[src/rtl/branch_predictor.sv]
// Gshare direction predictor with a direct-mapped BTB and an optional return address stack.
// The return address stack is built only when BRANCH_PREDICTOR_RAS_EN is defined.
module branch_predictor #(
    parameter int GHR_SIZE       = 5,
    parameter int BHT_INDEX_BITS = 6,
    parameter int BTB_INDEX_BITS = 5,
    parameter int BTB_TAG_BITS   = 8,
    parameter int RAS_DEPTH      = 4
) (
    input  logic                      clk,
    input  logic                      reset_n,
    input  logic                      lookup_valid,
    input  logic [31:0]               lookup_pc,
    input  logic                      lookup_is_compressed,
    input  logic                      lookup_is_cond,
    input  logic                      lookup_is_uncond,
    input  logic                      lookup_is_call,
    input  logic                      lookup_is_return,
    input  logic                      update_valid,
    input  logic [31:0]               update_pc,
    input  logic                      update_is_cond,
    input  logic                      update_taken,
    input  logic [31:0]               update_target,
    input  logic [BHT_INDEX_BITS-1:0] update_index,
    input  logic [GHR_SIZE-1:0]       update_ghr,
    input  logic                      mispredict,
    output logic                      pred_taken,
    output logic [31:0]               pred_target,
    output logic [GHR_SIZE-1:0]       pred_ghr,
    output logic [BHT_INDEX_BITS-1:0] pred_index
);
    localparam int BHT_ENTRIES = 1 << BHT_INDEX_BITS;
    localparam int BTB_ENTRIES = 1 << BTB_INDEX_BITS;
    localparam int TAG_LSB     = BTB_INDEX_BITS + 1;
    localparam int TAG_MSB     = BTB_INDEX_BITS + BTB_TAG_BITS;

    logic [GHR_SIZE-1:0]     ghr_q, ghr_d;
    logic [1:0]              bht_q        [BHT_ENTRIES];
    logic                    btb_valid_q  [BTB_ENTRIES];
    logic [BTB_TAG_BITS-1:0] btb_tag_q    [BTB_ENTRIES];
    logic [31:0]             btb_target_q [BTB_ENTRIES];

    logic [BTB_INDEX_BITS-1:0] lk_btb_idx;
    logic [BTB_TAG_BITS-1:0]   lk_btb_tag;
    logic [BTB_INDEX_BITS-1:0] up_btb_idx;
    logic                      btb_hit;
    logic                      btb_taken;
    logic [31:0]               seq_pc;
    logic                      ras_hit;
    logic [31:0]               ras_top;
    logic                      unused_upd;

    assign lk_btb_idx = lookup_pc[BTB_INDEX_BITS:1];
    assign lk_btb_tag = lookup_pc[TAG_MSB:TAG_LSB];
    assign up_btb_idx = update_pc[BTB_INDEX_BITS:1];
    assign unused_upd = ^{update_pc[31:TAG_MSB+1], update_pc[0]};

    assign btb_hit    = btb_valid_q[lk_btb_idx] && (btb_tag_q[lk_btb_idx] == lk_btb_tag);
    assign pred_index = lookup_pc[BHT_INDEX_BITS:1] ^ BHT_INDEX_BITS'(ghr_q);
    assign btb_taken  = btb_hit && (lookup_is_uncond || (lookup_is_cond && bht_q[pred_index][1]));
    assign seq_pc     = lookup_pc + (lookup_is_compressed ? 32'd2 : 32'd4);
    assign pred_ghr   = ghr_q;

    // A valid return address on the stack outranks whatever the BTB holds.
    always_comb begin
        pred_taken  = lookup_valid && (ras_hit || btb_taken);
        pred_target = seq_pc;
        if (pred_taken) begin
            pred_target = ras_hit ? ras_top : btb_target_q[lk_btb_idx];
        end
    end

    always_comb begin
        ghr_d = ghr_q;
        if (mispredict) begin
            ghr_d = update_is_cond ? {update_ghr[GHR_SIZE-2:0], update_taken} : update_ghr;
        end else if (lookup_valid && lookup_is_cond) begin
            ghr_d = {ghr_q[GHR_SIZE-2:0], pred_taken};
        end
    end

    always_ff @(posedge clk or negedge reset_n) begin
        if (!reset_n) begin
            ghr_q <= '0;
        end else begin
            ghr_q <= ghr_d;
        end
    end

    always_ff @(posedge clk or negedge reset_n) begin
        if (!reset_n) begin
            for (int i = 0; i < BHT_ENTRIES; i++) begin
                bht_q[i] <= 2'b01;
            end
        end else if (update_valid && update_is_cond) begin
            if (update_taken && (bht_q[update_index] != 2'b11)) begin
                bht_q[update_index] <= bht_q[update_index] + 2'd1;
            end else if (!update_taken && (bht_q[update_index] != 2'b00)) begin
                bht_q[update_index] <= bht_q[update_index] - 2'd1;
            end
        end
    end

    always_ff @(posedge clk or negedge reset_n) begin
        if (!reset_n) begin
            for (int i = 0; i < BTB_ENTRIES; i++) begin
                btb_valid_q[i]  <= 1'b0;
                btb_tag_q[i]    <= '0;
                btb_target_q[i] <= '0;
            end
        end else if (update_valid && update_taken) begin
            btb_valid_q[up_btb_idx]  <= 1'b1;
            btb_tag_q[up_btb_idx]    <= update_pc[TAG_MSB:TAG_LSB];
            btb_target_q[up_btb_idx] <= update_target;
        end
    end

`ifdef BRANCH_PREDICTOR_RAS_EN
    localparam int RAS_PTR_W = $clog2(RAS_DEPTH);
    localparam int RAS_CNT_W = $clog2(RAS_DEPTH + 1);

    logic [31:0]          ras_q [RAS_DEPTH];
    logic [RAS_PTR_W-1:0] ras_top_q, ras_top_d;
    logic [RAS_CNT_W-1:0] ras_cnt_q, ras_cnt_d;
    logic [RAS_PTR_W-1:0] ras_wr_ptr;
    logic                 ras_wr;
    logic                 ras_push;

    assign ras_top  = ras_q[ras_top_q];
    assign ras_hit  = lookup_valid && lookup_is_return && (ras_cnt_q != '0);
    assign ras_push = lookup_valid && lookup_is_call;

    // Pushing when full lets the pointer wrap over the oldest entry; count stays saturated.
    always_comb begin
        ras_top_d  = ras_top_q;
        ras_cnt_d  = ras_cnt_q;
        ras_wr     = 1'b0;
        ras_wr_ptr = ras_top_q + RAS_PTR_W'(1);
        if (mispredict) begin
            ras_cnt_d = '0;
        end else if (ras_push && ras_hit) begin
            ras_wr     = 1'b1;
            ras_wr_ptr = ras_top_q;
        end else if (ras_push) begin
            ras_wr    = 1'b1;
            ras_top_d = ras_top_q + RAS_PTR_W'(1);
            if (ras_cnt_q != RAS_CNT_W'(RAS_DEPTH)) begin
                ras_cnt_d = ras_cnt_q + RAS_CNT_W'(1);
            end
        end else if (ras_hit) begin
            ras_top_d = ras_top_q - RAS_PTR_W'(1);
            ras_cnt_d = ras_cnt_q - RAS_CNT_W'(1);
        end
    end

    always_ff @(posedge clk or negedge reset_n) begin
        if (!reset_n) begin
            ras_top_q <= '0;
            ras_cnt_q <= '0;
            for (int i = 0; i < RAS_DEPTH; i++) begin
                ras_q[i] <= '0;
            end
        end else begin
            ras_top_q <= ras_top_d;
            ras_cnt_q <= ras_cnt_d;
            if (ras_wr) begin
                ras_q[ras_wr_ptr] <= seq_pc;
            end
        end
    end
`else
    logic unused_ras;

    assign ras_hit    = 1'b0;
    assign ras_top    = '0;
    assign unused_ras = ^{lookup_is_call, lookup_is_return, RAS_DEPTH[0]};
`endif

endmodule
[config.mk]
export PLATFORM = sky130hd
export DESIGN_NAME = branch_predictor
export DESIGN_NICKNAME = d
export VERILOG_FILES = /design/src/rtl/branch_predictor.sv
export SDC_FILE = /design/constraint.sdc
export NUM_CORES = 2
export LEC_CHECK = 0
export ABC_AREA = 1
export CORE_ASPECT_RATIO = 1.25
export CORE_MARGIN = 2
export CORE_UTILIZATION = 40
export CTS_BUF_LIST = sky130_fd_sc_hd__clkbuf_4
export DETAILED_ROUTE_END_ITERATION = 6
export DONT_BUFFER_PORTS = 1
export RECOVER_POWER = 50
export REMOVE_ABC_BUFFERS = 1
export SYNTH_ARGS = -nofsm -noshare
export SYNTH_HDL_FRONTEND = slang
export SYNTH_SLANG_ARGS = --single-unit
[constraint.sdc]
create_clock -name clk -period 3.7 [get_ports clk]
set_clock_uncertainty 0.15 [all_clocks]
set_input_delay 0.555 -clock clk [delete_from_list [all_inputs] [get_ports clk]]
set_output_delay 0.555 -clock clk [all_outputs]
set_load 0.01 [all_outputs]
# Yosys cells after proc, flatten, opt, wreduce, memory -nomap -nowiden
# Cells that the tools add are included.
op_classes:
  eq_ne: 2
  bitwise_logic: 6
  reduce_logical: 17
  addsub: 3
  muxes: 34
  n_lt_le_gt_ge: 6
ops:
  columns: ["op", "n"]
  rows:
  - ["$bwmux 1024", 1]
  - ["$bwmux 128", 2]
  - ["$bwmux 256", 1]
  - ["$mux 128", 2]
  - ["$bmux 32 s5", 1]
  - ["$demux 32 s5", 1]
  - ["$mux 32", 4]
  - ["$bmux 8 s5", 1]
  - ["$demux 8 s5", 1]
  - ["$add 32x3->32", 1]
  - ["$or 32x32->32", 1]
  - ["$bmux 2 s6", 2]
  - ["$mux 8", 3]
  - ["$mux 5", 3]
  - ["$ge 7x7->1 const B", 2]
  - ["$not 6->7", 2]
  - ["$demux 2 s6", 1]
  - ["$ge 6x6->1 const B", 2]
  - ["$not 5->6", 2]
  - ["$logic_and 1x1->1", 11]
  - ["$mux 2", 5]
  - ["$eq 8x8->1", 1]
  - ["$lt 7x1->1 const B", 1]
  - ["$lt 6x1->1 const B", 1]
  - ["12 further kinds", 16]
word_totals:
  ff_bits: 1445
  elab_cells: 229
  input_bits: 119
  output_inout_bits: 44

# Longest topological paths before layout
depth:
  ltp_word: 11
  depth_mapped: 24
  ltp_nobuf: 21

# Worst setup path after synthesis
# OpenSTA, ideal clock, no wires.
synth_path:
  path_kind: "input -> register"
  startpoint: "input update_index[1]"
  endpoint: "register bht_q[83] (netlist name)"
  setup_ns: 0.119
  arrival_time_ns: 3.416
  n_path_buf: 2
  setup_slack_ns: 0.015
  t_required_ns: 3.431
  cell_stages: 20
  path_cell_list: "buf_2 inv_1 nand3_1 clkbuf_1 inv_1 a221oi_1 nand4_1 nand2_1 nand2_1 nor2_1 nand2_1 ha_1 nor2_1 o21bai_1 nand3_1 nor2_1 clkinv_1 nor2_1 nand2_1 o21a_1"
synth_via:
  elab_chain_cells: 8
  word_cells_on_any_way: 21
  classes_between: "add/sub (2); order compare (2); eq/ne (1); mux (9); bitwise (1); reduce/logical (6)"
synth_rtl:
  columns: ["item", "line", "source"]
  rows:
  - ["from (decl)", "24", "input logic [BHT_INDEX_BITS-1:0] update_index,"]
  - ["$not 6->7 (implied by the code) *", null, null]
  - ["$bmux 2 s6, or another cell as far along", null, null]
  - ["$mux 2 (implied by the code) / $logic_and 1x1->1 (equally long branches)", null, null]
  - ["$mux 2 (on tied branches)", null, null]
  - ["$sub 2x1->2, or another cell as far along", "99", "bht_q[update_index] <= bht_q[update_index] - 2'd1;"]
  - ["$bwmux 128, or another cell as far along", "99", null]
  - ["$mux 128 / $reduce_bool 2->1 (equally long branches)", null, null]
  - ["$mux 128 / $reduce_and 2->1 (equally long branches)", null, null]
  - ["to (signal, indexed assignment)", "97", "bht_q[update_index] <= bht_q[update_index] + 2'd1;"]
  - ["to (signal, indexed assignment)", "99", null]
  - ["to (decl)", "38", "logic [1:0] bht_q [BHT_ENTRIES];"]
# Every way passes the cells marked *; elsewhere a longest branch is shown, timed or not. The select of a mux whose other input is x is not followed.
# A chain may end at the register's enable or synchronous reset.

# Worst setup path in the final report
layout_path:
  startpoint: "input lookup_pc[1]"
  endpoint: "output pred_target[21]"
layout_via:
  elab_chain_cells: 10
  word_cells_on_any_way: 23
  classes_between: "add/sub (1); eq/ne (1); mux (13); bitwise (3); reduce/logical (5)"
layout_rtl:
  columns: ["item", "line", "source"]
  rows:
  - ["from (decl)", "13", "input logic [31:0] lookup_pc,"]
  - ["$xor 6x5->6", "59", "assign pred_index = lookup_pc[BHT_INDEX_BITS:1] ^ BHT_INDEX_BITS'(ghr_q);"]
  - ["$not 6->7 (implied by the code)", "60", "assign btb_taken = btb_hit && (lookup_is_uncond || (lookup_is_cond && bht_q[pred_index][1]));"]
  - ["$bmux 2 s6", "60", null]
  - ["$mux 2 (implied by the code) (2 in series)", "60", null]
  - ["$logic_and 1x1->1", "60", null]
  - ["$logic_or 1x1->1", "60", null]
  - ["$logic_and 1x1->1", "60", null]
  - ["$logic_and 1x1->1", "66", "pred_taken = lookup_valid && (ras_hit || btb_taken);"]
  - ["$mux 32 *", "68", "if (pred_taken) begin"]
  - ["to (decl)", "28", "output logic [31:0] pred_target,"]
# Marked as above.

==> flow_metrics.py <==
metrics = {
    "place": {
        "place_ws_ns": -0.5988,
        "place_congestion": 0.9153,
        "io_buffer_count": 0,
        "dpl_cell_area_um2": 69110,
        "hpwl_mm": 125.9,
    },
    "floorplan": {
        "rows": 166,
        "fp.dieH_um": 457.1,
        "die_area_um2": 167500,
        "pin_count": 163,
        "initial_core_util_pct": 40.20,
        "core_um2": 163500,
        "fp.dieW_um": 366.5,
    },
    "logic_synthesis": {
        "ys.flop_type": "dfrtp_1",
        "synth.ff_latch_count": 1445,
        "netlist_instances": 7963,
        "yosys.cell_types.count": 48,
        "async_reset_ff_share_pct": 100.0,
        "synth.cells.most_frequent": "nand2_1 (2118), o21ai_0 (1951), dfrtp_1 (1381)",
        "yosysSeqAreaShare_pct": 55.15,
        "synth_top_area_share_pct": 52.59,
        "synth_top_area_cell": "dfrtp_1",
        "synth-edff-count": 0,
        "syn_avg_cell_area_um2": 8.252,
        "ys_top_cells_by_area": "dfrtp_1 (53%), o21ai_0 (15%), nand2_1 (12%)",
        "yosysMostFrequentCell": "nand2_1",
        "yosysWarnings": 0,
        "synth_area_um2": 65710,
    },
    "outcome": {
        "violations": "negative hold slack, max-capacitance violations, max-slew violations, negative setup slack",
        "status": "finished with violations",
    },
    "sta": {
        "fmaxAchievable_mhz": 186.8,
        "whs_ns": -0.02594,
        "finalCritPeriodShare_pct": 144.7,
        "max-slew-margin-rel_pct": -120.2,
        "drv_slew": 1635,
        "worstMarginPinSlew_ns": 3.303,
        "rsz0062_at_grt": "yes",
        "worst_slack_ns": -1.652,
        "fin_crit_ns": 5.352,
        "hold_viol_final": 1,
        "setup_viol": 686,
    },
    "global_route": {
        "antenna_found_initial": 15,
        "grt_pass1_wl_mm": 354.7,
        "grt-ovfl-total": 0,
        "grt_pass1_vias": 57286,
        "grt_usage_pct": 27.45,
        "grt_max_degree": 662,
    },
    "clocking": {
        "clockRootBuffer": "clkbuf_4",
        "cts.clk_slew.worst_paths_ns": 0.07,
        "worstSkewPairLatency_ns": 1.41,
        "clock-sinks": 1445,
        "cts_tree": "yes",
        "cts_buffer_depth": 4,
        "cts_htree_levels": 5,
        "cts_inserted_buffers": 380,
    },
    "routing": {
        "drt_first_pass_iters": 6,
        "drc": 0,
        "route.vias.total": 59612,
        "drt_iter0_markers": 5950,
        "postRouteAntennaNets": 0,
        "wirelength_mm": 235.2,
        "viasPerCell": 5.673,
        "wl_per_cell_um": 22.39,
    },
    "layout": {
        "fin_nets": 8189,
        "area_delta_synth_final_pct": 14.00,
        "regArea_um2": 36240,
        "final_area_um2": 74910,
        "fillerInstances": 16240,
        "multi_input_area_um2": 26530,
        "layout-drive-gt1-share_pct": 12.66,
    },
    "power": {
        "power_density_nw_per_um2": 499.3,
        "p_leak_nw": 34.01,
        "ir_drop_v": 0.0002847,
    },
    "setup_path": {
        "crit_chain": "ha_4 > buf_4 > fa_1 > nand2_1 > nor3_2 > nand3_1 > buf_12 > nor2_1 > nand3_1 > xnor2_1 > buf_4 > nand2_2 > nand2_2 > buf_12",
        "worstPathRequired_ns": 2.99,
        "slowest_stage": "ha_4",
        "critical_path_peak_fanout": 661,
        "cp_num_buf_inv": 4,
        "end_kind": "primary output",
        "start_kind": "input port",
        "crit_type": "input port to primary output",
        "crit_arrival_ns": 4.65,
        "crit_family": "adder cells",
        "slowest_delay_ns": 0.89,
    },
    "run": {
        "cap_viol_max_count": 26,
    },
    "hold_path": {
        "hp-class": "input port to flop",
    },
}
area by class of cell:
| class | instances | area share [%] |
|---|---|---|
| multi-input combinational | 5637 | 35.41 |
| clock inverter | 63 | 0.3625 |
| sequential | 1445 | 48.38 |
| inverter | 190 | 1.019 |
| clock buffer | 563 | 5.642 |
| timing repair buffer | 411 | 5.482 |
| antenna | 15 | 0.05011 |
| tap | 2184 | 3.648 |
cells by family (layout without fill, tap and decap cells):
family | count (synthesis) | count (layout) | share of synthesized area (%)
and+or+nand+nor | 3261 | 3261 | 19.70
DFF | 1445 | 1445 | 55.15
adders and majority gates | 5 | 5 | 0.1066
buffers and inverters | 881 | 1227 | 5.252
muxes | 2 | 2 | 0.03047
xor gates and xnor gates | 35 | 35 | 0.5065
other | 0 | 15 | 0
AOI/OAI and AO/OA | 2334 | 2334 | 19.25
per-layer routing:
| layer | wire length, um | up-vias | global-route usage, % |
|---|---|---|---|
| met5 | 85 | - | 0 |
| met2 | 105900 | 2657 | 42.54 |
| li1 | - | 27131 | - |
| met1 | 98590 | 29187 | 36.80 |
| met3 | 20280 | 625 | 6.387 |
| met4 | 10340 | 12 | 11.85 |
worst register-to-register path: stages, from the launching register on:
cell and delay, ns:
dfstp_2 0.51, inv_1 0.05, a22oi_2 0.21, o221ai_1 0.14, o31ai_1 0.30, nand2_1 0.10
nor2_2 0.11, nand2_2 0.12, buf_4 0.17, inv_2 0.05, ha_1 0.14, nor2_1 0.06
o21bai_1 0.15, nand3_1 0.09, buf_6 0.13, buf_4 0.13, buf_12 0.11, inv_1 0.04
nand2_1 0.22, nor2_1 0.07, inv_1 0.10, nand2_1 0.05, o21ai_0 0.08
final timing paths:
check / cells past startpoint / startpoint / slack [ns] / to
setup / recovery: 14 / lookup_pc[1] / -1.65 / pred_target[21]
min in group asynchronous: 10 / reset_n / 1.69 / btb_tag_q[216]
max in group asynchronous: 12 / reset_n / -0.65 / btb_target_q[636]
hold reg to reg: 2 / btb_valid_q[11] / 0.31 / btb_valid_q[11]
hold / removal: 6 / update_index[1] / -0.03 / flop
setup reg to reg: 22 / flop / 0.28 / flop
what timing repair did:
action | CTS | global route
setup buffers | 2 | 5
resized for setup | 57 | 92
setup endpoints to repair | 33 | 472
cloned | 0 | 10
endpoints found under the hold margin | 1687 | 3
hold buffers | 106 | 3
pin swaps | 15 | 33
report_power, final:
group	total, W	switching (W)	internal (W)
clock network	0.0136	0.00669	0.00694
registers	0.0188	0.00105	0.0178
logic	0.00492	0.00300	0.00192
total	0.0374	0.0107	0.0267
metrics by stage:
| stage | total power (W) | hold slack [ns] | std cells | setup TNS, ns | util (%) |
|---|---|---|---|---|---|
| 2_1_floorplan | 0.02184 | 0.1094 | 7272 | -238.47 | - |
| 3_3_place_gp | 0.02356 | 0.1121 | 9743 | -96.69 | 42.28 |
| 3_5_place_dp | 0.02374 | 0.1122 | 9743 | -108.04 | 42.28 |
| 4_1_cts | 0.03755 | 0.1044 | 10477 | -112.56 | 45.88 |
| 5_1_grt | 0.03940 | -0.0002269 | 10503 | -465.42 | 45.82 |
| 6_report | 0.03740 | -0.02594 | 10508 | -230.91 | 45.83 |
state kept, by name (all words and copies together), names as in the netlist, named ones only:
register and flops:
btb_target_q 1024, btb_tag_q 256, bht_q 64, btb_valid_q 32, pred_ghr 5
layout by cell type (no fill, tap or decap), types with 9 or more instances in the layout:
cell / instances
clkbuf_2: 23
nand2_1: 2055
inv_2: 17
o221ai_1: 188
dlygate4sd3_1: 92
buf_6: 10
nand4_1: 14
buf_4: 172
dfrtp_1: 1378
o21a_1: 11
clkinv_1: 54
clkbuf_4: 578
a21oi_1: 40
o21ai_0: 1951
inv_1: 168
diode_2: 15
o22ai_1: 92
nand3_2: 16
nand2_4: 31
dfstp_2: 64
clkbuf_16: 9
buf_12: 47
clkbuf_1: 28
o21ai_1: 10
nor3_1: 24
nand2_2: 36
nand3_1: 426
xor2_1: 21
nor2_1: 640
xnor2_1: 9
Power figures use the tool's default switching activity.
